$ cat src/rtl/cov_mon_pkg.sv
// Shared state encoding, reason codes and saturating arithmetic for the
// coverage stall watchdog.
package cov_mon_pkg;

  typedef enum logic [1:0] {
    IDLE,
    RUN,
    FIRE,
    COOLDOWN
  } mon_state_e;

  localparam logic [1:0] R_STALL = 2'd1;
  localparam logic [1:0] R_WDOG  = 2'd2;

  function automatic logic [15:0] sat_add16(input logic [15:0] a, input logic [15:0] b);
    logic [16:0] sum;
    sum = {1'b0, a} + {1'b0, b};
    return sum[16] ? 16'hFFFF : sum[15:0];
  endfunction

endpackage

$ cat src/rtl/sat_counter.sv
// Up-counter with synchronous clear that sticks at all-ones instead of wrapping.
module sat_counter #(
  parameter int W = 32
) (
  input  logic         clock_i,
  input  logic         reset_n_i,
  input  logic         clr_i,
  input  logic         inc_i,
  output logic [W-1:0] count_o
);

  logic [W-1:0] count_q, count_d;

  always_comb begin
    count_d = count_q;
    if (clr_i) begin
      count_d = '0;
    end else if (inc_i && !(&count_q)) begin
      count_d = count_q + W'(1);
    end
  end

  always_ff @(negedge clock_i or negedge reset_n_i) begin
    if (!reset_n_i) begin
      count_q <= '0;
    end else begin
      count_q <= count_d;
    end
  end

  assign count_o = count_q;

endmodule

$ cat src/rtl/cov_stall_watchdog.sv
// Multi-channel coverage stall / round watchdog raising a level interrupt
// toward the DUT. All state advances on the falling edge of clock.
//
// state    | meaning
// IDLE     | disarmed, counters held at zero
// RUN      | counting stall and round cycles, checking for a fire
// FIRE     | interrupt asserted, counters frozen, waiting for irq_ack
// COOLDOWN | interrupt dropped, counters cleared, coverage re-tracked
module cov_stall_watchdog
  import cov_mon_pkg::*;
#(
  parameter int NUM_CH         = 2,
  parameter int COV_WIDTH      = 30,
  parameter int CNT_W          = 32,
  parameter int BASE_WAIT      = 1000,
  parameter int SCALE_SHIFT    = 19,
  parameter int WATCHDOG_LIMIT = 50000,
  parameter int COOL_CYCLES    = 16
) (
  input  logic                        clock,
  input  logic                        reset_n,
  input  logic                        enable,
  input  logic [NUM_CH*COV_WIDTH-1:0] cov,
  input  logic [63:0]                 tohost,
  input  logic                        irq_ack,
  output logic                        interrupt,
  output logic [1:0]                  irq_reason,
  output logic [CNT_W-1:0]            stall_count,
  output logic [15:0]                 fire_count
);

  localparam int LIM_W  = CNT_W + COV_WIDTH;
  localparam int COOL_W = (COOL_CYCLES > 1) ? $clog2(COOL_CYCLES) : 1;
  localparam logic [CNT_W-1:0]  WDOG_LIM  = CNT_W'(WATCHDOG_LIMIT);
  localparam logic [COOL_W-1:0] COOL_LOAD = COOL_W'(COOL_CYCLES - 1);

  mon_state_e                  state_q, state_d;
  logic [NUM_CH*COV_WIDTH-1:0] prev_cov_q, prev_cov_d;
  logic [COOL_W-1:0]           cool_q, cool_d;
  logic                        irq_q, irq_d;
  logic [1:0]                  reason_q, reason_d;
  logic [15:0]                 fires_q, fires_d;

  logic [CNT_W-1:0] stall_cnt, wdog_cnt;
  logic             stall_clr, stall_inc, wdog_clr, wdog_inc;
  logic [1:0]       fire_reason;

  logic [COV_WIDTH-1:0] cov_ch0;
  logic [LIM_W-1:0]     limit_wide;
  logic [CNT_W-1:0]     stall_limit;
  logic                 cov_moved, stall_hit, wdog_hit;
  logic                 tohost_unused;

  // Window grows with channel-0 coverage; widened so the product cannot wrap.
  assign cov_ch0     = cov[COV_WIDTH-1:0];
  assign limit_wide  = LIM_W'(BASE_WAIT) * (LIM_W'(cov_ch0 >> SCALE_SHIFT) + LIM_W'(1));
  assign stall_limit = (|limit_wide[LIM_W-1:CNT_W]) ? '1 : limit_wide[CNT_W-1:0];

  assign cov_moved     = (cov != prev_cov_q);
  assign stall_hit     = (stall_cnt >= stall_limit);
  assign wdog_hit      = (wdog_cnt >= WDOG_LIM);
  assign tohost_unused = ^tohost[63:1];

  always_comb begin
    state_d     = state_q;
    prev_cov_d  = prev_cov_q;
    cool_d      = cool_q;
    irq_d       = irq_q;
    reason_d    = reason_q;
    fires_d     = fires_q;
    stall_clr   = 1'b0;
    stall_inc   = 1'b0;
    wdog_clr    = 1'b0;
    wdog_inc    = 1'b0;
    fire_reason = 2'b00;

    if (!enable) begin
      state_d   = IDLE;
      irq_d     = 1'b0;
      stall_clr = 1'b1;
      wdog_clr  = 1'b1;
    end else begin
      case (state_q)
        IDLE: begin
          stall_clr  = 1'b1;
          wdog_clr   = 1'b1;
          prev_cov_d = cov;
          state_d    = RUN;
        end
        RUN: begin
          if (tohost[0]) begin
            stall_clr = 1'b1;
            wdog_clr  = 1'b1;
          end else if (cov_moved) begin
            prev_cov_d = cov;
            // Moving coverage cancels a stall, but an overlong round still trips.
            if (wdog_hit) begin
              fire_reason = R_WDOG;
            end else begin
              stall_clr = 1'b1;
              wdog_inc  = 1'b1;
            end
          end else begin
            fire_reason = (stall_hit ? R_STALL : 2'b00) | (wdog_hit ? R_WDOG : 2'b00);
            if (fire_reason == 2'b00) begin
              stall_inc = 1'b1;
              wdog_inc  = 1'b1;
            end
          end
          if (fire_reason != 2'b00) begin
            state_d  = FIRE;
            irq_d    = 1'b1;
            reason_d = fire_reason;
            fires_d  = sat_add16(fires_q, 16'd1);
          end
        end
        FIRE: begin
          if (irq_ack) begin
            state_d   = COOLDOWN;
            irq_d     = 1'b0;
            stall_clr = 1'b1;
            wdog_clr  = 1'b1;
            cool_d    = COOL_LOAD;
          end
        end
        COOLDOWN: begin
          stall_clr  = 1'b1;
          wdog_clr   = 1'b1;
          prev_cov_d = cov;
          if (cool_q == '0) begin
            state_d = RUN;
          end else begin
            cool_d = cool_q - COOL_W'(1);
          end
        end
        default: state_d = IDLE;
      endcase
    end
  end

  always_ff @(negedge clock or negedge reset_n) begin
    if (!reset_n) begin
      state_q    <= IDLE;
      prev_cov_q <= '0;
      cool_q     <= '0;
      irq_q      <= 1'b0;
      reason_q   <= 2'b00;
      fires_q    <= 16'd0;
    end else begin
      state_q    <= state_d;
      prev_cov_q <= prev_cov_d;
      cool_q     <= cool_d;
      irq_q      <= irq_d;
      reason_q   <= reason_d;
      fires_q    <= fires_d;
    end
  end

  sat_counter #(.W(CNT_W)) u_stall_cnt (
    .clock_i   (clock),
    .reset_n_i (reset_n),
    .clr_i     (stall_clr),
    .inc_i     (stall_inc),
    .count_o   (stall_cnt)
  );

  sat_counter #(.W(CNT_W)) u_wdog_cnt (
    .clock_i   (clock),
    .reset_n_i (reset_n),
    .clr_i     (wdog_clr),
    .inc_i     (wdog_inc),
    .count_o   (wdog_cnt)
  );

  assign interrupt   = irq_q;
  assign irq_reason  = reason_q;
  assign stall_count = stall_cnt;
  assign fire_count  = fires_q;

endmodule
$ cat config.mk
export PLATFORM = sky130hd
export DESIGN_NAME = cov_stall_watchdog
export DESIGN_NICKNAME = d
export VERILOG_FILES = /design/src/rtl/cov_mon_pkg.sv /design/src/rtl/sat_counter.sv /design/src/rtl/cov_stall_watchdog.sv
export SDC_FILE = /design/constraint.sdc
export NUM_CORES = 1
export LEC_CHECK = 0
export ABC_AREA = 0
export BUFFER_PORTS_ARGS = -buffer_cell sky130_fd_sc_hd__buf_2
export CORE_ASPECT_RATIO = 0.9
export CORE_MARGIN = 5
export CORE_UTILIZATION = 40
export DETAILED_ROUTE_END_ITERATION = 10
export SLEW_MARGIN = 5
export SYNTH_ARGS = -nofsm -noshare
export SYNTH_HDL_FRONTEND = slang
export SYNTH_SLANG_ARGS = --single-unit
$ cat constraint.sdc
create_clock -name clock -period 6.5 [get_ports clock]
set_input_delay 1.3 -clock clock [delete_from_list [all_inputs] [get_ports clock]]
set_output_delay 1.3 -clock clock [all_outputs]
set_load 0.01 [all_outputs]
==> results of run 1 <==
==> worst max-delay path, delay by kind of cell <==
family	cells	cell delay, ps
XOR/XNOR	1	120
buffers and inverters	9	970
adder cells (fa/ha/maj)	6	2480
AO/OA/AOI/OAI	5	1120
multiplexers	1	330
AND/OR/NAND/NOR	7	1070
==> layer usage <==
metal | GRT usage [%] | wire, um | vias up
li1 | - | - | 4135
met1 | 26.51 | 12630 | 4225
met2 | 32.85 | 13820 | 164
met3 | 4.754 | 1399 | 51
met4 | 5.694 | 617 | 10
met5 | 0 | 53 | -
==> state kept, by name, indices dropped and copies added (netlist names) <==
register and cells:
prev_cov_q 60, u_stall_cnt.count_o 32, u_wdog_cnt.count_o 32, fire_count 16
cool_q 4, irq_reason 2, state_q 2, interrupt 1
==> how the worst max path moves through the flow <==
stage	start	endpoint	slack [ps]	depth (start not counted)
finish	cov[20]	fire_count[12]	-3900	29
global route	cov[20]	u_stall_cnt.count_o[11]	-4170	30
CTS	cov[19]	fire_count[14]	-3840	31
detailed placement	cov[20]	fire_count[12]	-4660	26
global placement	cov[20]	fire_count[12]	-4480	26
floorplan	cov[21]	fire_count[15]	-3970	26
==> synthesized netlist by cell type, drive strengths merged, types with 28 or more instances <==
library cell	count	area, sq um
xnor2	75	656.9
dfrtn	149	3729
nor2	36	135.1
nand4	36	225.2
nand3	38	190.2
a21oi	38	190.2
fa	32	640.6
o21ai	28	140.1
nand2	65	244.0
and2	32	200.2
mux2	63	709.4
inv	84	315.3
ha	71	888.4
==> layout by cell type, fill, tap and decap left out, types with 25 or more instances in the layout <==
master / count
buf_2: 108
a21oi_1: 25
xnor2_1: 61
mux2_4: 63
nand4_1: 36
nor2_1: 30
dfrtn_1: 149
ha_1: 58
nand3_1: 25
buf_4: 110
nand2_1: 58
buf_6: 35
inv_1: 71
fa_1: 32
==> cells by family (layout without fill, tap and decap cells) <==
| kind of cell | after synthesis | after routing | share of synthesized area [%] |
|---|---|---|---|
| xor+xnor | 95 | 95 | 8.216 |
| mux | 76 | 76 | 8.290 |
| flops | 149 | 149 | 36.82 |
| fa+ha+maj | 105 | 105 | 15.30 |
| buf+inv | 112 | 408 | 4.386 |
| other cells | 0 | 1 | 0 |
| simple gates | 338 | 338 | 18.38 |
| compound gates | 132 | 132 | 8.611 |
==> what timing repair did <==
action | 4_1_cts | 5_1_grt
resized for setup | 206 | 65
pin swaps | 66 | 40
endpoints found under the setup margin | 120 | 129
buffers inserted | 27 | 14
gates cloned | 12 | 2
==> layout make-up <==
cell class                      count  area, sq um
Sequential cell                   149         3729
Antenna cell                        1        2.502
Multi-Input combinational cell    746         7357
Inverter                           86        325.3
Fill cell                        2122        10070
Tap cell                          342        427.9
Timing Repair Buffer              290         2519
Clock inverter                     15        193.9
Clock buffer                       17        425.4
==> power by group through the flow <==
stage               combinational, W  sequential, W  clock, W
floorplan                    0.00177        0.00123         0
global placement             0.00248        0.00124         0
detailed placement           0.00253        0.00125         0
CTS                          0.00297        0.00125   0.00107
global route                 0.00334        0.00128   0.00111
finish                       0.00303        0.00126   0.00105
==> metrics by stage <==
stage	setup WS, ps	hold WS, ps	instances
finish	-3901	420.1	1646
CTS	-3837	425.8	1637
global route	-4170	444.7	1645
global placement	-4484	426.6	1566
floorplan	-3966	396.5	1007
detailed placement	-4660	428.0	1566
==> flow_summary_export.csv, run 1 <==
group,metric,value,unit
routing,dr.pass1.iters,4,
clock_tree,cts_tree,"yes",
global_route,antenna_found_initial,5,
clock_tree,clk_pin_slew_worst_paths,50,ps
setup_path,crit_path_max_incr_delay,560,ps
clock_tree,numCtsBuffers,17,
pwr,p_int,0.003338,W
global_route,grt_pass1_wl,46130,um
clock_tree,clk-insertion-delay-late,410,ps
timing,slew_headroom,45.26,%
global_route,grt_max_degree,45,
setup_path,rr_startpoint,"u_stall_cnt.count_o[3]",
setup_path,crit_required,3500,ps
die,ioPinCount,179,
setup_path,cp_slowest_cell,"fa_1",
timing,finalSetupTns,-240610,ps
routing,drc,0,
die,start_util,40.43,%
timing,slew_violations,0,
global_route,grt.overflow.total,0,
routing,drtAntennaViolNets,0,
placement,hpwl,19710,um
pwr,peakVddDrop,0.2236,mV
worst_hold_path,holdCritStartpoint,"cool_q[0]",
outcome,status,"finished, violations left",
worst_hold_path,holdPathEnd,"cool_q[0]",
die,num_rows,55,
setup_path,crit_fanout,5,
timing,setup_viol,120,
die,die_h,161.0,um
final_layout,drive_gt1_share,42.21,%
setup_path,cpMostUsedCell,"fa_1",
timing,skew,11.15,ps
outcome,violations,"negative setup slack",
synthesis,synth_nets,1238,
timing,hold_viol_final,0,
setup_path,endpoint_kind,"register",
synthesis,yosysSeqAreaShare,36.82,%
synthesis,synthCells,1007,
routing,wirelength,28520,um
routing,avgViaCountPerCell,5.216,
die,coreArea,25050,sq um
timing,setup_ws,-3901,ps
pwr,pwr-share-comb,56.7,%
placement,place_area,12630,sq um
setup_path,reg2reg_depth,12,
synthesis,syn_area,10130,sq um
pwr,power_leakage,7.036,nW
timing,tightest_slew,821.2,ps
timing,grt_setup_unrepaired,"true",
global_route,grt_usage,20.03,%
synthesis,syn_area_per_cell,10.06,sq um
routing,num_vias,8585,
setup_path,regToRegSetupSlack,3400,ps
synthesis,ys.warnings.count,0,
routing,drtIter0Drc,444,
final_layout,layout.nets,1521,
die,die_x,177.7,um
global_route,grt_pass1_vias,8951,
clock_tree,cts_buffer_depth,2,
final_layout,postLayoutCellArea,14980,sq um
pwr,power_frac_seq,23.6,%
setup_path,crit_arrival,7400,ps
placement,gp_congestion,0.8244,
synthesis,ys_async_sr_fraction,100.0,%
pwr,power,0.005343,W
synthesis,synth-seq-cells,149,
setup_path,critPathLaunchType,"primary input",
setup_path,r2r_end,"u_stall_cnt.count_o[11]",
synthesis,synth-edff-count,0,
routing,wl_per_cell,17.32,um
pwr,switching_share,37.52,%
run,maxCapViolations,0,
die,die-area,28600,sq um
final_layout,fin_util,59.80,%
clock_tree,ctsHoldBuffers,0,
synthesis,ys_types,61,
clock_tree,cts_root_buffer,"clkbuf_16",
setup_path,crit_type,"primary input to register",
synthesis,synthFlopType,"dfrtn_1",
pwr,p_clk_share,19.6,%
placement,portBuffers,115,
pwr,switchingPower,0.002005,W
clock_tree,clock_sink_count,149,
final_layout,area_delta_synth_final,47.91,%
worst_hold_path,whs_path_depth,1,
worst_hold_path,hold_class,"register to register",
pwr,powerDensity,356.7,nW/um^2
clock_tree,htree_levels,4,
Note: power is estimated with default switching activity, not from simulation.
==> run 2: changes to the inputs <==
==> constraint.sdc (replaced) <==
create_clock -name clock -period 6.5 [get_ports clock]
set_input_delay 0.325 -clock clock [delete_from_list [all_inputs] [get_ports clock]]
set_output_delay 0.325 -clock clock [all_outputs]
set_load 0.01 [all_outputs]
==> run 2 against run 1 <==
Effect of this change:
- the run still ends with negative setup slack left
- die area is the same
- critical path depth is the same
- final cell count shrank 2.7%
- global-route usage shrank 2.0 points
- wire length shrank 10%
- combinational power shrank 9.9%
- clock skew grew 1.0 ps
- core utilization shrank 4.2 points
- critical endpoint is now fire_count[14]
- largest power group unchanged
==> flow_summary_export.csv, run 2 (synthesized netlist as in run 1, its figures left out) <==
group,metric,value,unit
global_route,grt_max_degree,61,
timing,tightest_slew,766.8,ps
final_layout,stdcell_count,1602,
pwr,power,0.004984,W
clock_tree,ctsHoldBuffers,0,
pwr,p_clk_share,20.4,%
timing,finalSetupTns,-165130,ps
setup_path,reg2reg_depth,11,
outcome,violations,"negative setup slack",
final_layout,final_common_cell,"dfrtn_1",
placement,hpwl,18910,um
timing,setup_ws,-2902,ps
global_route,grt_use_met1,24.16,%
clock_tree,clk-insertion-delay-late,400,ps
setup_path,regToRegSetupSlack,3530,ps
routing,drtAntennaViolNets,0,
final_layout,top_register,"prev_cov_q",
die,coreArea,25050,sq um
setup_path,critPathLaunchType,"primary input",
placement,portBuffers,115,
timing,slew_violations,0,
setup_path,crit_path_start,"cov[19]",
run,maxCapViolations,0,
setup_path,crit_type,"primary input to register",
outcome,status,"finished, violations left",
timing,hold_viol_final,0,
global_route,grt_usage,18.03,%
placement,dpl.cell_count,1549,
setup_path,r2r_end,"u_stall_cnt.count_o[20]",
setup_path,rr_startpoint,"u_stall_cnt.count_o[3]",
timing,grt_setup_unrepaired,"true",
placement,gp_congestion,0.8043,
timing,skew,12.15,ps
pwr,p_int,0.003081,W
clock_tree,cts_buffer_depth,2,
pwr,peakVddDrop,0.2145,mV
routing,wl_per_cell,16.00,um
global_route,grt_pass1_vias,8406,
die,die_x,177.7,um
final_layout,fin_util,55.63,%
clock_tree,numCtsBuffers,17,
routing,avgViaCountPerCell,5.135,
routing,wirelength,25630,um
pwr,switchingPower,0.001902,W
setup_path,endpoint_kind,"register",
worst_hold_path,holdCritStartpoint,"cool_q[0]",
final_layout,largest_reg_flops,60,
setup_path,cp_slowest_cell,"fa_1",
die,die-area,28600,sq um
global_route,antenna_found_initial,6,
global_route,met3_usage,4.778,%
worst_hold_path,hold_class,"register to register",
worst_hold_path,whs_path_depth,1,
global_route,grt_pass1_wl,42270,um
routing,drtIter0Drc,367,
clock_tree,cts_tree,"yes",
clock_tree,clock_sink_count,149,
pwr,switching_share,38.17,%
routing,num_vias,8226,
pwr,powerDensity,357.6,nW/um^2
routing,dr.pass1.iters,5,
die,num_rows,55,
global_route,top_usage_layer,"met2",
final_layout,final_cell_mix,"dfrtn_1, buf_2, buf_4",
setup_path,crit_path_max_incr_delay,570,ps
final_layout,area_delta_synth_final,37.60,%
die,start_util,40.43,%
setup_path,crit_fanout,5,
setup_path,crit_required,3490,ps
routing,drc,0,
global_route,grt.overflow.total,0,
clock_tree,clk_pin_slew_worst_paths,50,ps
timing,setup_viol,60,
placement,dp_slack,-3723,ps
pwr,power_leakage,6.371,nW
pwr,pwr-share-comb,54.8,%
clock_tree,htree_levels,4,
die,ioPinCount,179,
worst_hold_path,holdPathEnd,"cool_q[0]",
setup_path,crit_arrival,6390,ps
final_layout,drive_gt1_share,39.16,%
die,die_h,161.0,um
timing,slew_headroom,48.69,%
pwr,power_frac_seq,24.8,%
clock_tree,cts_root_buffer,"clkbuf_16",
global_route,use_met2,29.02,%
final_layout,layout.nets,1477,
[run 2: changes by cell type in the layout (fill, tap and decap cells not counted), sizes merged]
cell | before | now
clkinvlp | 0 | 1
clkinv | 7 | 8
inv | 94 | 92
buf | 289 | 244
clkbuf | 18 | 19
[run 2: metrics by stage]
| stage | hold WS [ps] | cell area (sq um) |
|---|---|---|
| 2_1_floorplan | 396.5 | 10690 |
| 3_3_place_gp | 425.2 | 12410 |
| 3_5_place_dp | 423.8 | 12410 |
| 4_1_cts | 430.4 | 13520 |
| 5_1_grt | 442.3 | 13930 |
| 6_report | 421.0 | 13930 |
[run 2: critical path: cells and delay by family]
family                   cells  cell delay (ps)
adder cells (fa/ha/maj)      6             2470
AO/OA/AOI/OAI                6             1360
AND/OR/NAND/NOR              7             1040
buffers and inverters        7              630
multiplexers                 1              310
XOR/XNOR                     2              260
[run 2: what timing repair did]
action / in CTS / in global routing
buffers inserted: 15 / 3
cloned: 1 / 2
endpoints found under the setup margin: 60 / 60
gates resized for setup: 78 / 80
pin swaps: 51 / 35
[run 2: how the worst max path moves through the flow]
stage	end	slack [ps]	cells past startpoint
after floorplan	fire_count[15]	-2990	26
after global placement	u_stall_cnt.count_o[18]	-3580	27
after detailed placement	u_wdog_cnt.count_o[10]	-3720	28
after CTS	fire_count[14]	-2820	28
after global routing	fire_count[15]	-3140	28
final	fire_count[14]	-2900	29
[run 2: routing by layer]
| layer | wire, um | part of all wire [%] |
|---|---|---|
| met2 | 12250 | 48 |
| met1 | 11680 | 46 |
| met5 | 52 | 0.20 |
| met3 | 1257 | 4.9 |
| met4 | 387 | 1.5 |
[run 2: cell type report]
class,instances,area [sq um]
tap,342,427.9
inverter,86,327.8
clock buffer,17,425.4
multi-input combinational,746,7030
fill,2205,11110
clock inverter,15,180.2
sequential,149,3729
timing repair buffer,246,1812
antenna,1,2.502
[run 2: power groups by stage]
stage	registers (W)	logic, W	clock network (W)
after floorplan	0.00123	0.00177	0
after global placement	0.00124	0.00242	0
after detailed placement	0.00125	0.00248	0
after CTS	0.00124	0.00268	0.00104
after global routing	0.00126	0.00304	0.00108
final	0.00124	0.00273	0.00102
